[src/rtl/vga_pkg.sv]
// Shared VGA definitions: pattern modes, bar colour table and timing helpers.
package vga_pkg;

    typedef enum logic [1:0] {
        MODE_HOST  = 2'd0,
        MODE_BARS  = 2'd1,
        MODE_GRID  = 2'd2,
        MODE_BLACK = 2'd3
    } mode_e;

    function automatic int unsigned timingTotal(input int unsigned active, input int unsigned fp,
                                                input int unsigned sync, input int unsigned bp);
        return active + fp + sync + bp;
    endfunction

    function automatic int unsigned cntWidth(input int unsigned total);
        return (total < 2) ? 1 : $clog2(total);
    endfunction

    // Bar colours left to right as {R,G,B} on/off bits.
    function automatic logic [2:0] barCode(input logic [2:0] idx);
        logic [2:0] code;
        code = 3'b000;
        case (idx)
            3'd0: code = 3'b111;
            3'd1: code = 3'b110;
            3'd2: code = 3'b011;
            3'd3: code = 3'b010;
            3'd4: code = 3'b101;
            3'd5: code = 3'b100;
            3'd6: code = 3'b001;
            default: code = 3'b000;
        endcase
        return code;
    endfunction

endpackage

[src/rtl/vga_timing_gen.sv]
// Free-running h/v counters with raw (unregistered, active-high) active, HS and VS flags.
module vga_timing_gen
    import vga_pkg::*;
#(
    parameter int unsigned H_ACTIVE = 640,
    parameter int unsigned H_FP     = 16,
    parameter int unsigned H_SYNC   = 96,
    parameter int unsigned H_BP     = 48,
    parameter int unsigned V_ACTIVE = 480,
    parameter int unsigned V_FP     = 10,
    parameter int unsigned V_SYNC   = 2,
    parameter int unsigned V_BP     = 33,
    localparam int unsigned H_TOTAL = timingTotal(H_ACTIVE, H_FP, H_SYNC, H_BP),
    localparam int unsigned V_TOTAL = timingTotal(V_ACTIVE, V_FP, V_SYNC, V_BP),
    localparam int unsigned H_W     = cntWidth(H_TOTAL),
    localparam int unsigned V_W     = cntWidth(V_TOTAL)
) (
    input  logic           iVGA_CLK,
    input  logic           iRST_n,
    output logic [H_W-1:0] oHCnt,
    output logic [V_W-1:0] oVCnt,
    output logic           oActive,
    output logic           oHSync,
    output logic           oVSync
);

    always_ff @(posedge iVGA_CLK) begin
        if (!iRST_n) begin
            oHCnt <= '0;
            oVCnt <= '0;
        end else if (32'(oHCnt) == H_TOTAL - 1) begin
            oHCnt <= '0;
            oVCnt <= (32'(oVCnt) == V_TOTAL - 1) ? '0 : oVCnt + 1'b1;
        end else begin
            oHCnt <= oHCnt + 1'b1;
        end
    end

    assign oActive = (32'(oHCnt) < H_ACTIVE) && (32'(oVCnt) < V_ACTIVE);
    assign oHSync  = (32'(oHCnt) >= H_ACTIVE + H_FP) && (32'(oHCnt) < H_ACTIVE + H_FP + H_SYNC);
    // v_cnt only moves on the h wrap, so VS edges land on h_cnt = 0.
    assign oVSync  = (32'(oVCnt) >= V_ACTIVE + V_FP) && (32'(oVCnt) < V_ACTIVE + V_FP + V_SYNC);

endmodule

[src/rtl/vga_pixel_pipeline_ctrl.sv]
// VGA output controller: pixel request stage, host-data slot, pattern mux and
// latency-matched sync/blank so that data and syncs leave the block together.
module vga_pixel_pipeline_ctrl
    import vga_pkg::*;
#(
    parameter int unsigned COLOR_W  = 4,
    parameter int unsigned H_ACTIVE = 640,
    parameter int unsigned H_FP     = 16,
    parameter int unsigned H_SYNC   = 96,
    parameter int unsigned H_BP     = 48,
    parameter int unsigned V_ACTIVE = 480,
    parameter int unsigned V_FP     = 10,
    parameter int unsigned V_SYNC   = 2,
    parameter int unsigned V_BP     = 33,
    parameter logic        HS_POL   = 1'b0,
    parameter logic        VS_POL   = 1'b0,
    localparam int unsigned H_TOTAL = timingTotal(H_ACTIVE, H_FP, H_SYNC, H_BP),
    localparam int unsigned V_TOTAL = timingTotal(V_ACTIVE, V_FP, V_SYNC, V_BP),
    localparam int unsigned H_W     = cntWidth(H_TOTAL),
    localparam int unsigned V_W     = cntWidth(V_TOTAL)
) (
    input  logic               iVGA_CLK,
    input  logic               iRST_n,
    input  logic [COLOR_W-1:0] iRed,
    input  logic [COLOR_W-1:0] iGreen,
    input  logic [COLOR_W-1:0] iBlue,
    input  logic [1:0]         iMode,
    output logic               oRequest,
    output logic [H_W-1:0]     oX,
    output logic [V_W-1:0]     oY,
    output logic               oFrameStart,
    output logic [COLOR_W-1:0] oVGA_R,
    output logic [COLOR_W-1:0] oVGA_G,
    output logic [COLOR_W-1:0] oVGA_B,
    output logic               oVGA_H_SYNC,
    output logic               oVGA_V_SYNC,
    output logic               oVGA_BLANK_n
);

    localparam int unsigned BAR_W = H_ACTIVE / 8;

    logic [H_W-1:0] hCnt;
    logic [V_W-1:0] vCnt;
    logic           active, hsRaw, vsRaw, frameStartNow;
    logic           hs1, vs1;
    logic           reqD, hsD, vsD;
    logic [H_W-1:0] xD;
    logic [V_W-1:0] yD;
    mode_e          modeLat;

    vga_timing_gen #(
        .H_ACTIVE (H_ACTIVE),
        .H_FP     (H_FP),
        .H_SYNC   (H_SYNC),
        .H_BP     (H_BP),
        .V_ACTIVE (V_ACTIVE),
        .V_FP     (V_FP),
        .V_SYNC   (V_SYNC),
        .V_BP     (V_BP)
    ) uTiming (
        .iVGA_CLK (iVGA_CLK),
        .iRST_n   (iRST_n),
        .oHCnt    (hCnt),
        .oVCnt    (vCnt),
        .oActive  (active),
        .oHSync   (hsRaw),
        .oVSync   (vsRaw)
    );

    assign frameStartNow = (hCnt == '0) && (vCnt == '0);

    // Stage 1: request, coordinates, frame pulse and the per-frame mode latch.
    always_ff @(posedge iVGA_CLK) begin
        if (!iRST_n) begin
            oRequest    <= 1'b0;
            oX          <= '0;
            oY          <= '0;
            oFrameStart <= 1'b0;
            hs1         <= 1'b0;
            vs1         <= 1'b0;
            modeLat     <= MODE_HOST;
        end else begin
            oRequest    <= active;
            oFrameStart <= frameStartNow;
            hs1         <= hsRaw;
            vs1         <= vsRaw;
            if (active) begin
                oX <= hCnt;
                oY <= vCnt;
            end
            if (frameStartNow) begin
                modeLat <= mode_e'(iMode);
            end
        end
    end

    // Host-data slot: everything requested last cycle, waiting for iRed/iGreen/iBlue.
    always_ff @(posedge iVGA_CLK) begin
        if (!iRST_n) begin
            reqD <= 1'b0;
            xD   <= '0;
            yD   <= '0;
            hsD  <= 1'b0;
            vsD  <= 1'b0;
        end else begin
            reqD <= oRequest;
            xD   <= oX;
            yD   <= oY;
            hsD  <= hs1;
            vsD  <= vs1;
        end
    end

    logic [COLOR_W-1:0] patR, patG, patB;
    logic [2:0]         barRgb;
    logic               gridOn;

    always_comb begin
        patR   = '0;
        patG   = '0;
        patB   = '0;
        barRgb = barCode(3'(32'(xD) / BAR_W));
        gridOn = ((32'(xD) & 32'hF) == 32'd0) || ((32'(yD) & 32'hF) == 32'd0) ||
                 (32'(xD) == H_ACTIVE - 1) || (32'(yD) == V_ACTIVE - 1);
        unique case (modeLat)
            MODE_HOST: begin
                patR = iRed;
                patG = iGreen;
                patB = iBlue;
            end
            MODE_BARS: begin
                patR = {COLOR_W{barRgb[2]}};
                patG = {COLOR_W{barRgb[1]}};
                patB = {COLOR_W{barRgb[0]}};
            end
            MODE_GRID: begin
                patR = {COLOR_W{gridOn}};
                patG = {COLOR_W{gridOn}};
                patB = {COLOR_W{gridOn}};
            end
            MODE_BLACK: begin
                patR = '0;
                patG = '0;
                patB = '0;
            end
        endcase
    end

    // Stage 2: pixel, syncs and blank registered together.
    always_ff @(posedge iVGA_CLK) begin
        if (!iRST_n) begin
            oVGA_R       <= '0;
            oVGA_G       <= '0;
            oVGA_B       <= '0;
            oVGA_H_SYNC  <= ~HS_POL;
            oVGA_V_SYNC  <= ~VS_POL;
            oVGA_BLANK_n <= 1'b0;
        end else begin
            oVGA_R       <= reqD ? patR : '0;
            oVGA_G       <= reqD ? patG : '0;
            oVGA_B       <= reqD ? patB : '0;
            oVGA_H_SYNC  <= hsD ? HS_POL : ~HS_POL;
            oVGA_V_SYNC  <= vsD ? VS_POL : ~VS_POL;
            oVGA_BLANK_n <= reqD;
        end
    end

endmodule
[config.mk]
export PLATFORM = sky130hd
export DESIGN_NAME = vga_pixel_pipeline_ctrl
export DESIGN_NICKNAME = d
export VERILOG_FILES = /design/src/rtl/vga_pkg.sv /design/src/rtl/vga_timing_gen.sv /design/src/rtl/vga_pixel_pipeline_ctrl.sv
export SDC_FILE = /design/constraint.sdc
export NUM_CORES = 1
export LEC_CHECK = 0
export ABC_CLOCK_PERIOD_IN_PS = 5250
export CAP_MARGIN = 20
export CORE_MARGIN = 3
export CORE_UTILIZATION = 50
export CTS_BUF_LIST = sky130_fd_sc_hd__clkbuf_8
export CTS_CLUSTER_DIAMETER = 50
export DETAILED_ROUTE_END_ITERATION = 10
export PLACE_DENSITY = 0.8
export SYNTH_ARGS = -nofsm -noshare
export SYNTH_HDL_FRONTEND = slang
export SYNTH_SLANG_ARGS = --single-unit
[constraint.sdc]
create_clock -name iVGA_CLK -period 5.25 [get_ports iVGA_CLK]
set_input_delay 0.7875 -clock iVGA_CLK [delete_from_list [all_inputs] [get_ports iVGA_CLK]]
set_output_delay 0.7875 -clock iVGA_CLK [all_outputs]
set_load 0.01 [all_outputs]
Word level (Yosys, flattened, before mapping)
Cells that the tools add are included.

word-level totals
  bits in latches = 0
  flip-flop bits (word level) = 84
  memories = 0
  RAM bits = 0
  logic and storage cells = 65
  ROM bits = 0

operators by class
  order comparisons = 6
  $mul = 0
  mux-type cells = 7
  add/sub/neg operators = 2
  reductions and logical operators = 15
  divide/modulo/power cells = 1
  bitwise operators = 1
  shift operators = 0
  equality and inequality tests = 13

operators by type and width
  kind                                                  count
  zero test 32 bit                                      2
  one-hot mux 4 bit (4 select lines)                    3
  divider 10 x 7 -> 32 bit, second input constant       1
  == test 10 bit, second input constant                 3
  one-hot mux 3 bit (7 select lines)                    1
  adder 10 x 1 -> 10 bit, second input constant         2
  zero test 10 bit                                      2
  < comparator 10 bit, second input constant            2
  < comparator 10 x 9 -> 1 bit, second input constant   2
  == test 10 x 9 -> 1 bit, second input constant        1
  >= comparator 10 bit, second input constant           1
  >= comparator 10 x 9 -> 1 bit, second input constant  1
  2-to-1 mux 10 bit                                     1
  == test 3 bit, second input constant                  3
  == test 3 x 2 -> 1 bit, second input constant         2
  == test 2 bit, second input constant                  2
  logical AND 1 bit                                     4
  == test 3 x 1 -> 1 bit, second input constant         1
  zero test 3 bit                                       1
  logical OR 1 bit                                      3
  == test 2 x 1 -> 1 bit, second input constant         1
  zero test 2 bit                                       1
  2-to-1 mux 1 bit                                      2
  AND reduction 2 bit                                   1
  2 further kinds                                       2

Longest topological paths before layout
Gate-level depths: netlist of run 1.

  word-level depth = 5
  mapped depth = 9
  gate-level depth less buffers = 8

Cells and area by module
Synthesis of run 1 repeated with hierarchy kept, for this count alone.

second synthesis, totals
  cell total of the unflattened synthesis = 363
  area, all modules = 3529.6 sq um

by module, submodules not included
  module                   area each (sq um)  instances  cells an instance
  vga_pixel_pipeline_ctrl  2538.7             1          253
  vga_timing_gen           991.0              1          110

Least setup slack after synthesis of run 1
No wires, ideal clock.

  path kind = register -> register
  start point = register xD[7]
  end point = register oVGA_B[0]
  stages on the path, launching flop included = 10
  slack = 3084 ps
  setup time = 133 ps
  data arrival time = 2034 ps
  clock period less this slack = 2166 ps
  buffers on the path = 1
  path through = dfxtp_1 -> buf_2 -> or2_1 -> ha_1 -> nand2b_1 -> nand2_1 -> o311ai_0 -> a221o_1 -> o211ai_1 -> nand3_1

between the ends
  word-level cells in the longest chain between the ends = 4
  elaborated cells on any way between the ends = 13

ends and longest elaborated chain
  what                                                                    RTL line                                                        source
  from (decl)                                                             vga_pixel_pipeline_ctrl.sv:47                                   logic [H_W-1:0] xD;
  from (signal assigned)                                                  vga_pixel_pipeline_ctrl.sv:101                                  xD <= '0;
  from (signal assigned)                                                  vga_pixel_pipeline_ctrl.sv:107                                  xD <= oX;
  divider 10 x 7 -> 32 bit or == test 10 bit (tied branches)              vga_pixel_pipeline_ctrl.sv:122, vga_pixel_pipeline_ctrl.sv:124
  == test 3 bit (tied with other cells)                                   vga_pkg.sv:24                                                   case (idx)
  one-hot mux 3 bit (7 select lines) or logical OR 1 bit (tied branches)  vga_pkg.sv:24, vga_pixel_pipeline_ctrl.sv:124
  one-hot mux 4 bit (4 select lines) *                                    vga_pixel_pipeline_ctrl.sv:125                                  unique case (modeLat)
  to (signal assigned)                                                    vga_pixel_pipeline_ctrl.sv:161                                  oVGA_B <= reqD ? patB : '0;
  to (decl)                                                               vga_pixel_pipeline_ctrl.sv:34                                   output logic [COLOR_W-1:0] oVGA_B,

Every way passes the cells marked *; elsewhere a longest branch is shown, timed or not.
A chain may end at the register's enable or synchronous reset.

Worst setup path in the final report of run 1
  start point = register xD[7]
  end point = register oVGA_B[3]

The elaborated chain is that of the path after synthesis.

==> results of run 1 <==
power breakdown:
group	switching [uW]	internal, uW	leakage, uW
registers	8.72	649	0.000680
logic	32.7	35.5	0.000945
clock network	221	242	0.000105
total	262	927	0.00173
layer usage:
layer / wire length, um / vias up / global-route usage (%)
met5: 0 / - / 0
met4: 158 / 0 / 9.74
met3: 446 / 15 / 4.61
met2: 3930 / 90 / 34.6
met1: 3300 / 1346 / 25.4
li1: - / 1480 / -
area by class of cell:
type / count / area, um^2
inverter: 30 / 113
timing repair buffer: 53 / 528
multi-input combinational: 278 / 1570
fill: 570 / 2340
clock inverter: 4 / 48.8
tap: 77 / 96.3
clock buffer: 11 / 151
sequential: 84 / 1680
flip-flops by register name (all words and copies together), names as in the netlist, 4 cells and up:
signal,flops
oVGA_G,4
uTiming.oVCnt,10
oVGA_R,4
xD,10
oVGA_B,4
oY,10
oX,10
yD,10
uTiming.oHCnt,10
cells in the final DEF (no fill, tap or decap), types with 3 or more instances in the layout:
| cell type | Yosys | layout |
|---|---|---|
| dfxtp_1 | 84 | 84 |
| nand2_1 | 53 | 53 |
| clkdlybuf4s50_1 | 0 | 52 |
| nor2_1 | 43 | 43 |
| a21oi_1 | 38 | 38 |
| inv_1 | 29 | 29 |
| nand3_1 | 18 | 18 |
| o21ai_0 | 14 | 14 |
| xor2_1 | 11 | 11 |
| clkbuf_8 | 0 | 11 |
| nor3_1 | 9 | 9 |
| nand4_1 | 7 | 7 |
| and2_1 | 6 | 6 |
| ha_1 | 6 | 6 |
| nor2b_1 | 5 | 5 |
| nand2b_1 | 5 | 5 |
| nand4b_1 | 5 | 5 |
| nor4_1 | 5 | 5 |
| a22oi_1 | 4 | 4 |
| and3_1 | 4 | 4 |
| xnor2_1 | 4 | 4 |
| a211oi_1 | 3 | 3 |
| nand3b_1 | 3 | 3 |
| nor3b_1 | 3 | 3 |
cell usage after synthesis (all sizes together), types with 4 or more instances:
cell type / count
nand4: 8
and2: 6
nor3: 9
a22oi: 4
xor2: 11
nor2b: 5
clkbuf: 13
nand4b: 5
nand2: 54
ha: 6
nand3: 18
a21oi: 38
buf: 7
inv: 29
dfxtp: 84
o21ai: 15
and3: 4
xnor2: 4
nor4: 5
nand2b: 5
nor2: 43
through the flow:
step | hold WS [ns] | worst slack, ns
CTS | 0.363 | 2.69
floorplan | 0.343 | 3.08
global route | 0.382 | 2.38
finish | 0.360 | 2.63
detailed placement | 0.349 | 2.40
global placement | 0.350 | 2.50
worst max-delay path, stage by stage (launching register included):
cell and delay, ns:
dfxtp_1 0.69, or2_1 0.24, ha_1 0.28, nand2b_1 0.29, nand2_1 0.17, o311ai_0 0.14
a221o_1 0.39, o211ai_1 0.18, nand3_1 0.12
kinds of logic after synthesis:
| family | after synthesis |
|---|---|
| AOI/OAI and AO/OA | 77 |
| DFF | 84 |
| muxes | 2 |
| adders and majority gates | 6 |
| xor gates and xnor gates | 15 |
| and+or+nand+nor | 178 |
| buffers and inverters | 50 |
final timing paths:
| path | endpoint | slack, ns |
|---|---|---|
| setup / recovery | oVGA_B[3]$_SDFF_PN0_ | 2.63 |
| hold / removal | oVGA_V_SYNC$_SDFF_PN1_ | 0.36 |
| setup reg to reg | oVGA_B[3]$_SDFF_PN0_ | 2.63 |
| hold reg to reg | oVGA_V_SYNC$_SDFF_PN1_ | 0.36 |
==> results.ini, run 1 <==
[logic_synthesis]
synth-seq-area-share_pct=48.6
synthCells=412
synth_area_per_cell_um2=8.40
synth_nets=434
synth_top_area_share_pct=48.6
ys_ff_latch=84
synth_area_um2=3460
synth_compound_area_share_pct=13.2
synth_flop_cell=dfxtp_1
synth_largest_area_cell=dfxtp_1
synthAdderAreaFrac_pct=2.17
yosys_warnings=0
synth.distinct_cells=52
yosys.area_share.simple_pct=25.7
ys_async_sr_fraction_pct=0
synth.area.mux_share_pct=0.578
synth_top_family_by_area=simple AND/OR/NAND/NOR gates
synth_xor_area_share_pct=3.79
synth_edf_count=0
yosys-top-cells-area=dfxtp_1, nand2_1, a21oi_1, nor2_1, inv_1

[placement]
gp_congestion=0.900
dpl-instance-area_um2=3990
dp.cells=522
hpwl_mm=5.60
port_buffers=52

[drt]
finalWirelength_mm=7.83
drc_errors=0
antenna_left=0
firstDrtPassIters=5
first_iter_violations=143
vias=2931
avgRoutedWirePerCell_um=14.6
vias_per_cell=5.46

[layout]
antenna_cells=0
nNetsFinal=478
stdcell_area_um2=4190
fin_cells=537
syn_to_final_growth_pct=21.1
post-route-util_pct=64.2
layout-drive-gt1-share_pct=4.57

[power]
p_per_area_nw_per_um2=284
irDropWorstVdd_mv=0.189
p_leak_uw=0.00173
total_power_uw=1190

[setup_path]
setup.worst_path.end_class=flop
r2r-start=xD[7]$_SDFF_PN0_
rr_worst_depth=8
worstPathArrival_ns=2.85
cp_max_fo=17
required_ns=5.48
cp-startpoint=xD[7]$_SDFF_PN0_
worstSetupPathType=reg -> reg
cp-start-kind=flop

[sta]
worst_clock_skew_ns=0.00992
relSlewSlack_pct=45.5
fmax_mhz=382
finalCriticalPeriod_ns=2.62
rsz0062_at_grt=false
layout_worst_path_cycle_share_pct=49.9
worst_slew_pin_slew_ns=0.811
slew_violations=0
tns_ns=0
finalSetupViolCount=0
finalHoldViolCount=0

[die]
pin_count=53
die_y_um=89.2
die_area_um2=7960
fp.coreArea_um2=6530
rows=29
die_w_um=89.2
start_util_pct=53.0

[global_route]
grt_use_total_pct=20.7
overflow=0
grt_max_degree=23
antenna_found_initial=0
grt_pass1_vias=2731
grt_pass1_wl_mm=12.7

[cts]
cts_made_buffers=9
cts_max_level=3
clock_path_buffers=2
cts_resized=0
clk_latency_ns=0.36
numClockSinks=84
cts_hold_buf=0
cts-root-buf=clkbuf_8
cts_setup_buffers=0
cts.clk_slew.worst_paths_ns=0.08
cts_tree=built

[flow_run]
max_cap_violations=0

[min_path]
hp-start=vsD$_SDFF_PN0_
hold_class=reg -> reg
min_path_cells=1

[status]
status=finished, final reports clean

(Power assumes the default switching activity.)
==> run 2: changes to the inputs <==
--- a/config.mk
+++ b/config.mk
@@ -5,14 +5,14 @@
 export SDC_FILE = /design/constraint.sdc
 export NUM_CORES = 1
 export LEC_CHECK = 0
-export ABC_CLOCK_PERIOD_IN_PS = 5250
+export ABC_CLOCK_PERIOD_IN_PS = 2200
 export CAP_MARGIN = 20
 export CORE_MARGIN = 3
 export CORE_UTILIZATION = 50
 export CTS_BUF_LIST = sky130_fd_sc_hd__clkbuf_8
 export CTS_CLUSTER_DIAMETER = 50
 export DETAILED_ROUTE_END_ITERATION = 10
-export PLACE_DENSITY = 0.8
+export PLACE_DENSITY = 0.83
 export SYNTH_ARGS = -nofsm -noshare
 export SYNTH_HDL_FRONTEND = slang
 export SYNTH_SLANG_ARGS = --single-unit
==> constraint.sdc (replaced) <==
create_clock -name iVGA_CLK -period 2.2 [get_ports iVGA_CLK]
set_input_delay 0.33 -clock iVGA_CLK [delete_from_list [all_inputs] [get_ports iVGA_CLK]]
set_output_delay 0.33 -clock iVGA_CLK [all_outputs]
set_load 0.01 [all_outputs]
==> results.ini, run 2 (synthesis results as in run 1) <==
[status]
status=finished, final reports clean

[drt]
avgRoutedWirePerCell_um=14.6
finalWirelength_mm=8.01
drc_errors=0
vias_per_cell=5.54
first_iter_violations=223
antenna_left=0
firstDrtPassIters=5
vias=3035

[setup_path]
r2r_slack_ns=0.15
required_ns=2.50
setup.worst_path.end_class=flop
worstPathArrival_ns=2.35
worstSetupPathType=reg -> reg
slowest_stage=a221o_1
cp_max_fo=7
crit_chain=or2_4, ha_4, nand2b_4, a22o_1, a221o_1, nor3_2, nor2_2, nand3_1
cp-start-kind=flop
slowest_delay_ns=0.36

[sta]
finalSetupViolCount=0
worst_clock_skew_ns=0.00764
finalCriticalPeriod_ns=2.05
fmax_mhz=487
layout_worst_path_cycle_share_pct=93.3
worst_slew_pin_slew_ns=0.566
layout_setup_ws_ns=0.146
tns_ns=0
finalHoldViolCount=0
relSlewSlack_pct=62.2
slew_violations=0

[power]
total_power_uw=2710
p_comb_share_pct=6.4
irDropWorstVdd_mv=0.428
p_per_area_nw_per_um2=633
p_sw_share_pct=24.3
p_leak_uw=0.00176
clkPwrFrac_pct=35.7
p_seq_share_pct=57.8
p_int_uw=2050
power.switching_uw=660

[die]
fp.coreArea_um2=6530
rows=29
die_area_um2=7960
die_y_um=89.2
start_util_pct=53.0
die_w_um=89.2
pin_count=53

[cts]
cts_max_level=3
cts_made_buffers=9
cts_hold_buf=0
cts_tree=built
cts-root-buf=clkbuf_8
clock_path_buffers=2
numClockSinks=84
clk_latency_ns=0.35
cts.clk_slew.worst_paths_ns=0.09

[global_route]
grt_use_total_pct=21.3
antenna_found_initial=0
grt_pass1_vias=2890
grt_pass1_wl_mm=13.1
overflow=0
grt_max_degree=35

[placement]
hpwl_mm=5.82
place_ws_ns=-0.0761
gp_congestion=0.836
port_buffers=52

[flow_run]
max_cap_violations=0

[layout]
nNetsFinal=488
antenna_cells=0
syn_to_final_growth_pct=23.7
final_common_cell=dfxtp_1
layout-drive-gt1-share_pct=8.28
final_cell_mix=dfxtp_1, nand2_1, clkdlybuf4s50_1

[min_path]
hold_class=reg -> reg

## run 2: cell count changes in the layout (fill, tap and decap cells not counted), sizes merged
cell | previous run | this run
buf | 1 | 11
bufinv | 1 | 0
clkbuf | 11 | 9
clkinv | 4 | 3
clkinvlp | 0 | 3
inv | 29 | 31
## run 2: path summary, 6_finish.rpt
kind | startpoint | to | depth (start not counted)
setup / recovery | xD[7]$_SDFF_PN0_ | oVGA_B[2]$_SDFF_PN0_ | 8
hold reg to reg | vsD$_SDFF_PN0_ | oVGA_V_SYNC$_SDFF_PN1_ | 1
setup reg to reg | xD[7]$_SDFF_PN0_ | oVGA_B[2]$_SDFF_PN0_ | 8
hold / removal | vsD$_SDFF_PN0_ | oVGA_V_SYNC$_SDFF_PN1_ | 1
## run 2: layer usage
metal / wire length (um) / vias to the layer above / global-route usage, %
met5: 0 / - / 0
met3: 356 / 24 / 5.35
li1: - / 1503 / -
met4: 216 / 0 / 10.3
met2: 4060 / 89 / 35.0
met1: 3370 / 1419 / 26.0
## run 2: power groups by stage
stage	clock network, uW	registers [uW]	logic (uW)
after CTS	988	1570	175
after detailed placement	0	1600	174
final	970	1570	174
after global placement	0	1600	168
after floorplan	0	1610	73.8
after global routing	1050	1570	191
## run 2: layout make-up
class / count / area, um^2
clock buffers: 9 / 124
inverters: 30 / 113
well taps: 77 / 96.3
repair buffers: 63 / 603
clock inverters: 7 / 52.6
flip-flops and latches: 84 / 1680
multi-input cells: 278 / 1610
fillers: 543 / 2250
## run 2: timing repair
action | CTS | global route
pin swaps | 1 | 6
buffers inserted | 0 | 1
gates resized for setup | 3 | 7
hold endpoints to repair | 0 | 0
setup endpoints to repair | 6 | 8
## run 2: critical path: cells and delay by family, from the launching register on
family / cells / cell delay [ns]
fa+ha+maj: 1 / 0.27
simple gates: 5 / 0.82
compound gates: 2 / 0.60
flops: 1 / 0.32
## run 2: metrics by stage
stage / cells / hold WS (ns) / area, um^2 / utilization [%]
2_1_floorplan: 412 / 0.343 / 3460 / -
3_3_place_gp: 531 / 0.346 / 4060 / 62.2
3_5_place_dp: 531 / 0.351 / 4060 / 62.2
4_1_cts: 547 / 0.371 / 4260 / 65.2
5_1_grt: 548 / 0.387 / 4280 / 65.6
6_report: 548 / 0.370 / 4280 / 65.6
